==> config.mk <==
export PLATFORM = sky130hd
export DESIGN_NAME = mul_div_sequencer
export DESIGN_NICKNAME = d
export VERILOG_FILES = /design/src/rtl/mul_div_pkg.sv /design/src/rtl/mul_div_step.sv /design/src/rtl/mul_div_sequencer.sv
export SDC_FILE = /design/constraint.sdc
export NUM_CORES = 1
export LEC_CHECK = 0
export ABC_AREA = 1
export CAP_MARGIN = 20
export CORE_MARGIN = 1.5
export CORE_UTILIZATION = 50
export DETAILED_ROUTE_END_ITERATION = 16
export PLACE_DENSITY = 0.72
export SLEW_MARGIN = 10
export SYNTH_ARGS = -nofsm -noshare
export SYNTH_HDL_FRONTEND = slang
export SYNTH_SLANG_ARGS = --single-unit
==> constraint.sdc <==
create_clock -name clk -period 2.56 [get_ports clk]
set_input_delay 0.768 -clock clk [delete_from_list [all_inputs] [get_ports clk]]
set_output_delay 0.768 -clock clk [all_outputs]
set_load 0.02 [all_outputs]
==> src/rtl/mul_div_pkg.sv <==
// Shared state type, op encodings and default width for the mul/div sequencer.
package mul_div_pkg;

  localparam int DEFAULT_WIDTH = 32;

  localparam logic OP_MUL = 1'b0;
  localparam logic OP_DIV = 1'b1;

  typedef enum logic [1:0] {
    IDLE = 2'd0,
    RUN  = 2'd1,
    DONE = 2'd2
  } state_t;

endpackage

==> src/rtl/mul_div_step.sv <==
// One iteration of the datapath: shift-add for multiply, subtract/restore
// for divide. acc_hi holds partial product or remainder, acc_lo the shifting operand.
module mul_div_step
  import mul_div_pkg::*;
#(
  parameter int WIDTH = DEFAULT_WIDTH
) (
  input  logic             op,
  input  logic [WIDTH-1:0] acc_hi,
  input  logic [WIDTH-1:0] acc_lo,
  input  logic [WIDTH-1:0] operand,
  output logic [WIDTH-1:0] next_hi,
  output logic [WIDTH-1:0] next_lo
);

  logic [WIDTH:0] sum;
  logic [WIDTH:0] diff;

  always_comb begin
    sum  = {1'b0, acc_hi} + (acc_lo[0] ? {1'b0, operand} : '0);
    // Top bit of diff set means the trial subtraction borrowed.
    diff = {acc_hi, acc_lo[WIDTH-1]} - {1'b0, operand};
    if (op == OP_MUL) begin
      next_hi = sum[WIDTH:1];
      next_lo = {sum[0], acc_lo[WIDTH-1:1]};
    end else if (!diff[WIDTH]) begin
      next_hi = diff[WIDTH-1:0];
      next_lo = {acc_lo[WIDTH-2:0], 1'b1};
    end else begin
      next_hi = {acc_hi[WIDTH-2:0], acc_lo[WIDTH-1]};
      next_lo = {acc_lo[WIDTH-2:0], 1'b0};
    end
  end

endmodule

==> src/rtl/mul_div_sequencer.sv <==
// Iterative multiply/divide unit driving architectural HI/LO, WIDTH cycles per op.
// Defining MULDIV_SIGNED_EN adds the op_signed port and sign correction.
module mul_div_sequencer
  import mul_div_pkg::*;
#(
  parameter int WIDTH = DEFAULT_WIDTH
) (
  input  logic             clk,
  input  logic             reset,
  input  logic             start,
  input  logic             op,
  input  logic [WIDTH-1:0] a,
  input  logic [WIDTH-1:0] b,
`ifdef MULDIV_SIGNED_EN
  input  logic             op_signed,
`endif
  input  logic             hilo_read,
  output logic             busy,
  output logic             stall,
  output logic             done,
  output logic             div_by_zero,
  output logic [WIDTH-1:0] hi,
  output logic [WIDTH-1:0] lo
);

  localparam int CW = (WIDTH > 1) ? $clog2(WIDTH) : 1;

  state_t           state_q, state_d;
  logic [CW-1:0]    cnt_q, cnt_d;
  logic             op_q, op_d;
  logic [WIDTH-1:0] acc_hi_q, acc_hi_d;
  logic [WIDTH-1:0] acc_lo_q, acc_lo_d;
  logic [WIDTH-1:0] operand_q, operand_d;
  logic             dz_pend_q, dz_pend_d;
  logic             busy_q, busy_d;
  logic             done_q, done_d;
  logic             dz_q, dz_d;
  logic [WIDTH-1:0] hi_q, hi_d;
  logic [WIDTH-1:0] lo_q, lo_d;

  logic [WIDTH-1:0] a_mag, b_mag;
  logic [WIDTH-1:0] step_hi, step_lo;
  logic [WIDTH-1:0] res_hi, res_lo;

`ifdef MULDIV_SIGNED_EN
  logic               res_neg_q, res_neg_d;
  logic               rem_neg_q, rem_neg_d;
  logic               a_neg, b_neg;
  logic [2*WIDTH-1:0] prod_neg;
`endif

  mul_div_step #(.WIDTH(WIDTH)) u_step (
    .op      (op_q),
    .acc_hi  (acc_hi_q),
    .acc_lo  (acc_lo_q),
    .operand (operand_q),
    .next_hi (step_hi),
    .next_lo (step_lo)
  );

  // The iteration always works on magnitudes; signs are reapplied at completion.
  always_comb begin
    a_mag = a;
    b_mag = b;
`ifdef MULDIV_SIGNED_EN
    a_neg = op_signed & a[WIDTH-1];
    b_neg = op_signed & b[WIDTH-1];
    if (a_neg) a_mag = -a;
    if (b_neg) b_mag = -b;
`endif
  end

  always_comb begin
    res_hi = step_hi;
    res_lo = step_lo;
`ifdef MULDIV_SIGNED_EN
    prod_neg = -{step_hi, step_lo};
    if (op_q == OP_MUL) begin
      if (res_neg_q) {res_hi, res_lo} = prod_neg;
    end else begin
      if (res_neg_q) res_lo = -step_lo;
      if (rem_neg_q) res_hi = -step_hi;
    end
`endif
    if ((op_q == OP_DIV) && dz_pend_q) res_lo = '1;
  end

  always_comb begin
    state_d   = state_q;
    cnt_d     = cnt_q;
    op_d      = op_q;
    acc_hi_d  = acc_hi_q;
    acc_lo_d  = acc_lo_q;
    operand_d = operand_q;
    dz_pend_d = dz_pend_q;
    busy_d    = busy_q;
    done_d    = 1'b0;
    dz_d      = dz_q;
    hi_d      = hi_q;
    lo_d      = lo_q;
`ifdef MULDIV_SIGNED_EN
    res_neg_d = res_neg_q;
    rem_neg_d = rem_neg_q;
`endif
    case (state_q)
      RUN: begin
        acc_hi_d = step_hi;
        acc_lo_d = step_lo;
        if (cnt_q == '0) begin
          state_d = DONE;
          busy_d  = 1'b0;
          done_d  = 1'b1;
          hi_d    = res_hi;
          lo_d    = res_lo;
          dz_d    = (op_q == OP_DIV) && dz_pend_q;
        end else begin
          cnt_d = cnt_q - CW'(1);
        end
      end
      default: begin
        if (start) begin
          state_d   = RUN;
          busy_d    = 1'b1;
          cnt_d     = CW'(WIDTH - 1);
          op_d      = op;
          acc_hi_d  = '0;
          acc_lo_d  = (op == OP_MUL) ? b_mag : a_mag;
          operand_d = (op == OP_MUL) ? a_mag : b_mag;
          dz_pend_d = (op == OP_DIV) && (b == '0);
`ifdef MULDIV_SIGNED_EN
          res_neg_d = a_neg ^ b_neg;
          rem_neg_d = a_neg;
`endif
        end else begin
          state_d = IDLE;
        end
      end
    endcase
  end

  always_ff @(posedge clk) begin
    if (reset) begin
      state_q   <= IDLE;
      cnt_q     <= '0;
      op_q      <= OP_MUL;
      acc_hi_q  <= '0;
      acc_lo_q  <= '0;
      operand_q <= '0;
      dz_pend_q <= 1'b0;
      busy_q    <= 1'b0;
      done_q    <= 1'b0;
      dz_q      <= 1'b0;
      hi_q      <= '0;
      lo_q      <= '0;
`ifdef MULDIV_SIGNED_EN
      res_neg_q <= 1'b0;
      rem_neg_q <= 1'b0;
`endif
    end else begin
      state_q   <= state_d;
      cnt_q     <= cnt_d;
      op_q      <= op_d;
      acc_hi_q  <= acc_hi_d;
      acc_lo_q  <= acc_lo_d;
      operand_q <= operand_d;
      dz_pend_q <= dz_pend_d;
      busy_q    <= busy_d;
      done_q    <= done_d;
      dz_q      <= dz_d;
      hi_q      <= hi_d;
      lo_q      <= lo_d;
`ifdef MULDIV_SIGNED_EN
      res_neg_q <= res_neg_d;
      rem_neg_q <= rem_neg_d;
`endif
    end
  end

  assign busy        = busy_q;
  assign stall       = busy_q & (hilo_read | start);
  assign done        = done_q;
  assign div_by_zero = dz_q;
  assign hi          = hi_q;
  assign lo          = lo_q;

endmodule
# Yosys cells after proc, flatten, opt, wreduce, memory -nomap -nowiden
# Cells that the tools add are included.
# word_totals
reg_bits	172
latchBits	0
mem_bits_rw	0
romBits	0
inputBits	69
out_inout_bits	68
elab_cells	53
n_memories	0
# op_classes
addsub	3
mul	0
div_mod_pow	0
order_cmp	0
eq_ne	3
n_shift	0
muxes	22
n_bitwise	3
reduce_logical	10
# op_table
op	count
2-to-1 mux 32 bit	11
adder 32 x 33 -> 33 bit	1
subtractor 33 x 32 -> 33 bit	1
zero test 32 bit	1
2-to-1 mux 5 bit	3
AND reduction 2 bit	4
2-to-1 mux 1 bit	6
zero test 5 bit	1
subtractor 5 x 1 -> 5 bit (second input constant)	1
2-to-1 mux 2 bit	2
inequality test 2 bit (second input constant)	2
equality test 2 x 1 -> 1 bit (second input constant)	1
logical AND 1 bit	2
nonzero test 2 bit	1
OR reduction 2 bit	1
AND 1 bit	1
NOT 1 bit	1
bitwise OR 1 bit	1

# Logic depth before layout (Yosys ltp)
# Gate-level depths: netlist (run 1).
# depth
ltp_word	4
ltp_mapped	21
ltp_nobuf	20

# By module
# From an unflattened synthesis (run 1), not the netlist that was laid out.
# hier_totals
cells_unflattened	2279
area_unflattened_um2	13533.0
# by_module_without_submodules
module	instances	cells_each	area_per_inst_um2	seq_area_each_um2
mul_div_sequencer	1	980	7171.9	3443.3
mul_div_step	1	1299	6361.1	0.0

# Least setup slack after synthesis (run 1)
# Ideal clock, no wire load.
# synth_path
path_kind	register to register
startpoint	register acc_lo_q[0]
endpoint	register hi_q[13] (netlist: hi[13])
setup_time_ps	56
t_arrival_ps	2343
t_required_ps	2504
slack_ps	161
path_stages_with_launch	18
path_buffers	2
period_less_slack_ps	2399
cell_sequence	dfxtp_1 -> clkbuf_1 -> clkbuf_1 -> nand2_1 -> inv_1 -> fa_1 -> nand2_1 -> nand2_1 -> o21ai_0 -> o21ai_0 -> nand2_1 -> nand2_1 -> inv_1 -> or2_2 -> nand3_1 -> nand2_1 -> a21o_1 -> inv_1
# synth_via
elab_chain_cells	3
# synth_lines
item	line_no	source
start, declared	mul_div_sequencer.sv:32	logic [WIDTH-1:0] acc_lo_q, acc_lo_d;
start signal, assigned	mul_div_sequencer.sv:164	acc_lo_q <= acc_lo_d;
2-to-1 mux 32 bit	mul_div_step.sv:20	sum = {1'b0, acc_hi} + (acc_lo[0] ? {1'b0, operand} : '0);
adder 32 x 33 -> 33 bit	mul_div_step.sv:20	
2-to-1 mux 32 bit	mul_div_step.sv:23	if (op == OP_MUL) begin
end signal, assigned	mul_div_sequencer.sv:170	hi_q <= hi_d;
end, declared	mul_div_sequencer.sv:38	logic [WIDTH-1:0] hi_q, hi_d;
# No other way between the ends.
# A chain may end at the register's enable or synchronous reset.

# Final worst setup path (run 1)
# layout_path
startpoint	register operand_q[8]
endpoint	register hi_q[21] (netlist: hi[21])
# layout_via
elab_chain_cells	3
word_cells_on_any_way	5
cone_classes	add/sub (2); mux (3)
# layout_lines
item	line_no	source
start, declared	mul_div_sequencer.sv:33	logic [WIDTH-1:0] operand_q, operand_d;
start signal, assigned	mul_div_sequencer.sv:165	operand_q <= operand_d;
2-to-1 mux 32 bit / subtractor 33 x 32 -> 33 bit (equally long branches)	mul_div_step.sv:20, mul_div_step.sv:22	
adder 32 x 33 -> 33 bit / 2-to-1 mux 32 bit (equally long branches)	mul_div_step.sv:20, mul_div_step.sv:26	
2-to-1 mux 32 bit *	mul_div_step.sv:23	
# Every way passes the cells marked *; elsewhere a longest branch is shown, timed or not.

==> flow_summary.ini, run 1 <==
[critical_path]
reg2reg_slack_ns = -0.02
crit_top_cell = nand2_4
r2r.worst_path.cells = 17
reg2reg_from = operand_q[8]
cp.arrival_ns = 2.91
end_kind = register
worstPathMaxFanout = 6
critical_path_required_ns = 2.89
crit_slowest_cell = dfxtp_1
max_stage_delay_ns = 0.38
start_kind = register
r2r-end = hi[21]
path_cells = inv_1, ha_1, nand2_1, nor2_2, and2_1, nand2_2, nand2_4, nand2_4, nand2_4, nand2_4, nand2_8, clkbuf_16, nand2_1, nand3_1, nand2_1, o21ai_1, inv_1
critical_path_class = reg2reg

[synth]
seq_area_frac_synth_pct = 26.0
yosys_warnings = 0
synth_cells = 2263
syn_area_um2 = 13300
synth_ff_type = dfxtp_1
ys_seq_elements = 172
synth_edf_count = 0
syn_nets = 2400
avgSynthCellArea_um2 = 5.86
ys_types = 44
async_reset_ff_share_pct = 0

[sta]
worst-slew-pin-transition_ns = 0.673
rsz0062_at_grt = true
slew_headroom_pct = 54.7
tns_ns = -0.0164
period_minus_slack_ns = 2.58
setup_viol = 1
fin_ws_ns = -0.0164
report.final.slew_viol_count = 0
fmax_mhz = 388
fin_skew_ns = 0.0193
finalHoldViolCount = 0
hold_ws_ns = 0.474
period_share_pct = 101

[power]
ir_drop_v = 0.000439
p_leak_nw = 8.73
powerDensity_nw_per_um2 = 478

[placed_design]
globalplace.congestion = 1.01
place_ws_ns = -0.185
placed_area_um2 = 16100
place_hpwl_um = 36600
io_buffers = 136

[global_route]
grt_pass1_wl_um = 75300
grt_max_degree = 77
grt_usage_pct = 34.1
grt_antenna_before_repair = 0
grt_pass1_vias = 14400
grt_overflow_total = 0

[floorplanning]
die_y_um = 166
dieArea_um2 = 27500
io_pins = 137
die_width_um = 166
rows = 59
initial_core_util_pct = 50.9
coreArea_um2 = 26100

[final_layout]
area_growth_pct = 35.1
final_util_pct = 68.8
num-fill-cells = 2378
design_area_um2 = 17900
nets = 2655
diodes = 0
drive_gt1_share_pct = 19.4

[worst_hold_path]
hold_path_end = lo[19]
min_path_cells = 2
hold_path.class = reg2reg
min_from = lo[19]

[clocking]
numCtsBuffers = 17
htree_levels = 4
clk_path_buf_depth = 2
cts_tree = built
hold_buffers = 0
cts_sinks = 172
insertion_delay_ns = 0.45
clkTransAtPathRegs_ns = 0.08
root_buffer = clkbuf_16

[drt]
route.detailed.drc = 0
drt_iter0_drc = 1513
viasPerCell = 5.46
wl_per_cell_um = 17.4
ant_nets = 0
finalWirelength_um = 49800
firstDrtPassIters = 6
route.vias.total = 15700

[flow_run]
maxCapViolCount = 0

[run_status]
violations = negative setup slack
status = finished with violations
[cell usage after synthesis (2+ instances only)]
master    number  area share (%)
o221ai_1       3            0.20
o21a_1         5            0.28
nand3_2       11            0.83
a21oi_1      132             5.0
nand2_4        2            0.17
nor3_1        18            0.68
nor2_1       126             3.6
nor2_2         6            0.28
clkbuf_1      69             2.0
inv_1        356              10
a21o_1        21             1.2
dfxtp_1      172              26
o21ai_1       11            0.42
nand3b_1      10            0.57
nor4_1         9            0.42
a21oi_2        6            0.40
o211ai_1       2            0.11
nand4_1       14            0.66
inv_2          4            0.11
o21bai_1       4            0.23
nand3_1      127             4.8
nand2_1      773              22
xnor2_1        2            0.13
buf_1          6            0.17
and2_1         6            0.28
nand2_2        9            0.42
buf_2          5            0.19
o21ai_0      208             7.8
ha_1          66             6.2
buf_6          8            0.68
clkbuf_8       6            0.62
fa_1           2            0.30
a31oi_1       39             1.8
xor2_1        13            0.86
or2_2          3            0.14
[cell families after synthesis]
family	count (synthesis)	synth area share [%]
xor+xnor	15	0.991
compound gates	435	17.7
flops	172	26.0
simple gates	1116	34.8
fa+ha+maj	68	6.53
buf+inv	456	13.9
mux	1	0.0755
[worst max path at each step]
stage,cells past startpoint,end,slack [ns],from
5_1_grt,18,acc_hi_q[26],-0.08,operand_q[8]
2_1_floorplan,17,hi[13],0.16,acc_lo_q[0]
3_5_place_dp,3,stall,-0.18,start
4_1_cts,16,acc_hi_q[22],-0.007,acc_lo_q[0]
3_3_place_gp,3,stall,-0.17,start
6_report,17,hi[21],-0.02,operand_q[8]
[sequential cells by signal (all words and copies together), names as in the netlist]
name	flops
acc_hi_q	32
state_q	2
done	1
op_q	1
div_by_zero	1
cnt_q	5
hi	32
operand_q	32
acc_lo_q	32
lo	32
busy	1
dz_pend_q	1
[worst max-delay path: cells and delay by family, from the launching register on]
| kind | cells | cell delay (ns) |
|---|---|---|
| AO/OA/AOI/OAI | 1 | 0.12 |
| adder cells (fa/ha/maj) | 1 | 0.35 |
| buffers and inverters | 3 | 0.31 |
| flip-flops | 1 | 0.38 |
| AND/OR/NAND/NOR | 12 | 1.28 |
[layer usage]
layer  track usage [%]  up-vias  routed length [um]
li1                  -     7667                   -
met1              46.7     7192               21600
met2              56.3      718               22900
met3              4.39       82                4190
met4              9.48        0                1080
met5                 0        -                   0
[repair_timing]
| action | in CTS | in global routing |
|---|---|---|
| hold endpoints to repair | 0 | 0 |
| pin swaps | 1 | 52 |
| endpoints found under the setup margin | 64 | 66 |
| setup buffers | 1 | 11 |
| resized for setup | 41 | 236 |
| gates cloned | 0 | 4 |
[final cells by class]
type | instances | area [um2] | area share, %
clock inverter | 14 | 158 | 0.880
tap | 335 | 419 | 2.34
timing repair buffer | 331 | 3050 | 17.0
multi-input combinational | 1635 | 9040 | 50.4
inverter | 361 | 1360 | 7.56
clock buffer | 18 | 429 | 2.39
sequential | 172 | 3470 | 19.4
[cell usage in the layout, fill, tap and decap left out, drive strengths merged, types with 2 or more instances in the layout]
| cell | instances |
|---|---|
| nand3 | 138 |
| or2 | 3 |
| clkbuf | 22 |
| ha | 66 |
| o21bai | 4 |
| xnor2 | 2 |
| fa | 2 |
| o211ai | 2 |
| a31oi | 39 |
| a21o | 21 |
| nor4 | 9 |
| nand2 | 784 |
| and2 | 6 |
| clkinv | 4 |
| o21a | 5 |
| nand3b | 10 |
| nor3 | 19 |
| o21ai | 219 |
| dfxtp | 172 |
| nand4 | 14 |
| inv | 371 |
| xor2 | 13 |
| a21oi | 138 |
| buf | 193 |
| o221ai | 3 |
| clkdlybuf4s50 | 133 |
| nor2 | 132 |
[per-stage QoR]
| stage | instances | total power [W] |
|---|---|---|
| after floorplan | 2263 | 0.00457 |
| after global placement | 2818 | 0.00556 |
| after detailed placement | 2818 | 0.00559 |
| after CTS | 2851 | 0.00825 |
| after global routing | 2866 | 0.00894 |
| final | 2866 | 0.00857 |
[power breakdown]
group | internal (W) | total, W | switching, W
logic | 0.00113 | 0.00291 | 0.00178
clock network | 0.00132 | 0.00269 | 0.00136
registers | 0.00285 | 0.00298 | 0.000133
Power figures use the tool's default switching activity.
==> run 2: changes to the inputs <==
==> constraint.sdc (replaced) <==
create_clock -name clk -period 2.56 [get_ports clk]
set_input_delay 0.384 -clock clk [delete_from_list [all_inputs] [get_ports clk]]
set_output_delay 0.384 -clock clk [all_outputs]
set_load 0.02 [all_outputs]
==> flow_summary.ini, run 2 (synthesis gave the netlist of run 1 again) <==
[critical_path]
critical_path_required_ns = 2.88
r2r-end = hi[0]
reg2reg_from = operand_q[31]
start_kind = register
cp.arrival_ns = 2.86
critical_path_class = reg2reg
reg2reg_slack_ns = 0.02
r2r.worst_path.cells = 17
worstPathMaxFanout = 6
end_kind = register

[final_layout]
drive_gt1_share_pct = 19.1
layout_commonest_cell = nand2_1
diodes = 0
mostFrequentLayoutCells = nand2_1 (707), inv_1 (351), o21ai_0 (188)
area_growth_pct = 33.2
stdcell_count = 2838
nets = 2627

[floorplanning]
rows = 59
io_pins = 137
die_width_um = 166
dieArea_um2 = 27500
die_y_um = 166
initial_core_util_pct = 50.9
coreArea_um2 = 26100

[global_route]
grt_antenna_before_repair = 0
grt_max_degree = 75
grt_pass1_vias = 14600
grt_usage_pct = 34.5
grt_pass1_wl_um = 76500
grt_overflow_total = 0

[clocking]
root_buffer = clkbuf_16
insertion_delay_ns = 0.45
clk_path_buf_depth = 2
cts_sinks = 172
hold_buffers = 0
htree_levels = 4
numCtsBuffers = 17
cts_tree = built
clkTransAtPathRegs_ns = 0.09

[placed_design]
io_buffers = 136
place_hpwl_um = 36400
globalplace.congestion = 1.01
dp.cells = 2792
place_ws_ns = -0.246

[power]
switching_share_pct = 38.8
seq_power_share_pct = 34.8
p_clk_share_pct = 31.6
combPwrFrac_pct = 33.6
p_switching_w = 0.00334
ir_drop_v = 0.000390
powerDensity_nw_per_um2 = 487
p_leak_nw = 8.60
internal_power_w = 0.00527

[run_status]
status = complete, no violations

[sta]
rsz0062_at_grt = true
fmax_mhz = 394
finalHoldViolCount = 0
period_minus_slack_ns = 2.54
worst-slew-pin-transition_ns = 0.768
setup_viol = 0
report.final.slew_viol_count = 0
slew_headroom_pct = 48.8
fin_ws_ns = 0.0208
period_share_pct = 99.2
fin_skew_ns = 0.0197
hold_ws_ns = 0.458

[drt]
wl_per_cell_um = 17.6
route.vias.total = 15600
finalWirelength_um = 49800
firstDrtPassIters = 6
ant_nets = 0
route.detailed.drc = 0
drt_iter0_drc = 1495
viasPerCell = 5.49

[worst_hold_path]
min_path_cells = 5
min_from = op
hold_path.class = in2reg
hold_path_end = operand_q[14]

[flow_run]
maxCapViolCount = 0
-- run 2: cell types whose count changed in the layout (fill, tap and decap cells not counted), sizes merged --
cell / before / now
buf: 193 / 168
clkinv: 4 / 8
inv: 371 / 367
clkbuf: 22 / 19
clkdlybuf4s50: 133 / 134
dlygate4sd2: 1 / 0
-- run 2: worst max-delay path by stage --
stage	from	end	slack [ns]	depth (start not counted)
6_report	operand_q[31]	hi[0]	0.02	17
5_1_grt	acc_lo_q[31]	hi[0]	-0.10	21
3_5_place_dp	acc_lo_q[31]	hi[31]	-0.25	20
2_1_floorplan	acc_lo_q[0]	hi[13]	0.16	17
4_1_cts	acc_lo_q[0]	acc_hi_q[11]	-0.01	17
3_3_place_gp	acc_lo_q[31]	hi[31]	-0.26	20
-- run 2: critical path, stage by stage (launching register included) --
cell and delay (ns):
dfxtp_2 0.37, inv_1 0.11, ha_4 0.30, nand2_1 0.10
buf_4 0.16, nor3_4 0.22, and2_4 0.19, nand2_4 0.06
nand2_4 0.07, nand2_4 0.05, nand2_4 0.09, buf_12 0.14
buf_16 0.14, nand2_2 0.05, nand3_2 0.05, nand2_2 0.08
o21ai_2 0.16, inv_1 0.06
-- run 2: power groups by stage --
| stage | registers [W] | clock network, W | logic [W] |
|---|---|---|---|
| 2_1_floorplan | 0.00303 | 0 | 0.00153 |
| 3_3_place_gp | 0.00303 | 0 | 0.00251 |
| 3_5_place_dp | 0.00303 | 0 | 0.00253 |
| 4_1_cts | 0.00298 | 0.00274 | 0.00262 |
| 5_1_grt | 0.00301 | 0.00284 | 0.00315 |
| 6_report | 0.00299 | 0.00272 | 0.00289 |
-- run 2: metrics by stage --
step	util [%]	TNS, ns	power (W)	cell area (um2)
4_1_cts	63.9	-0.0185	0.00833	16700
5_1_grt	67.8	-2.38	0.00899	17700
2_1_floorplan	-	0	0.00457	13300
3_5_place_dp	60.8	-6.34	0.00556	15800
3_3_place_gp	60.8	-5.24	0.00554	15800
6_report	67.8	0	0.00861	17700
-- run 2: routing by layer --
metal,global-route usage (%),vias up,wire length (um)
met1,47.7,7202,21900
met4,9.40,0,1140
li1,-,7635,-
met5,0,-,0
met3,4.84,82,4040
met2,56.1,648,22700
-- run 2: final cells by class --
class                           count  area (um2)
Inverter                          361        1360
Fill cell                        2352        8390
Multi-Input combinational cell   1635        9000
Timing Repair Buffer              303        2810
Tap cell                          335         419
Clock inverter                     14         173
Sequential cell                   172        3470
Clock buffer                       18         429
-- run 2: repair_timing --
item	in CTS	in global routing
gates resized for setup	42	243
buffers inserted	6	6
pin swaps	11	61
gates cloned	1	1
setup endpoints to repair	66	66
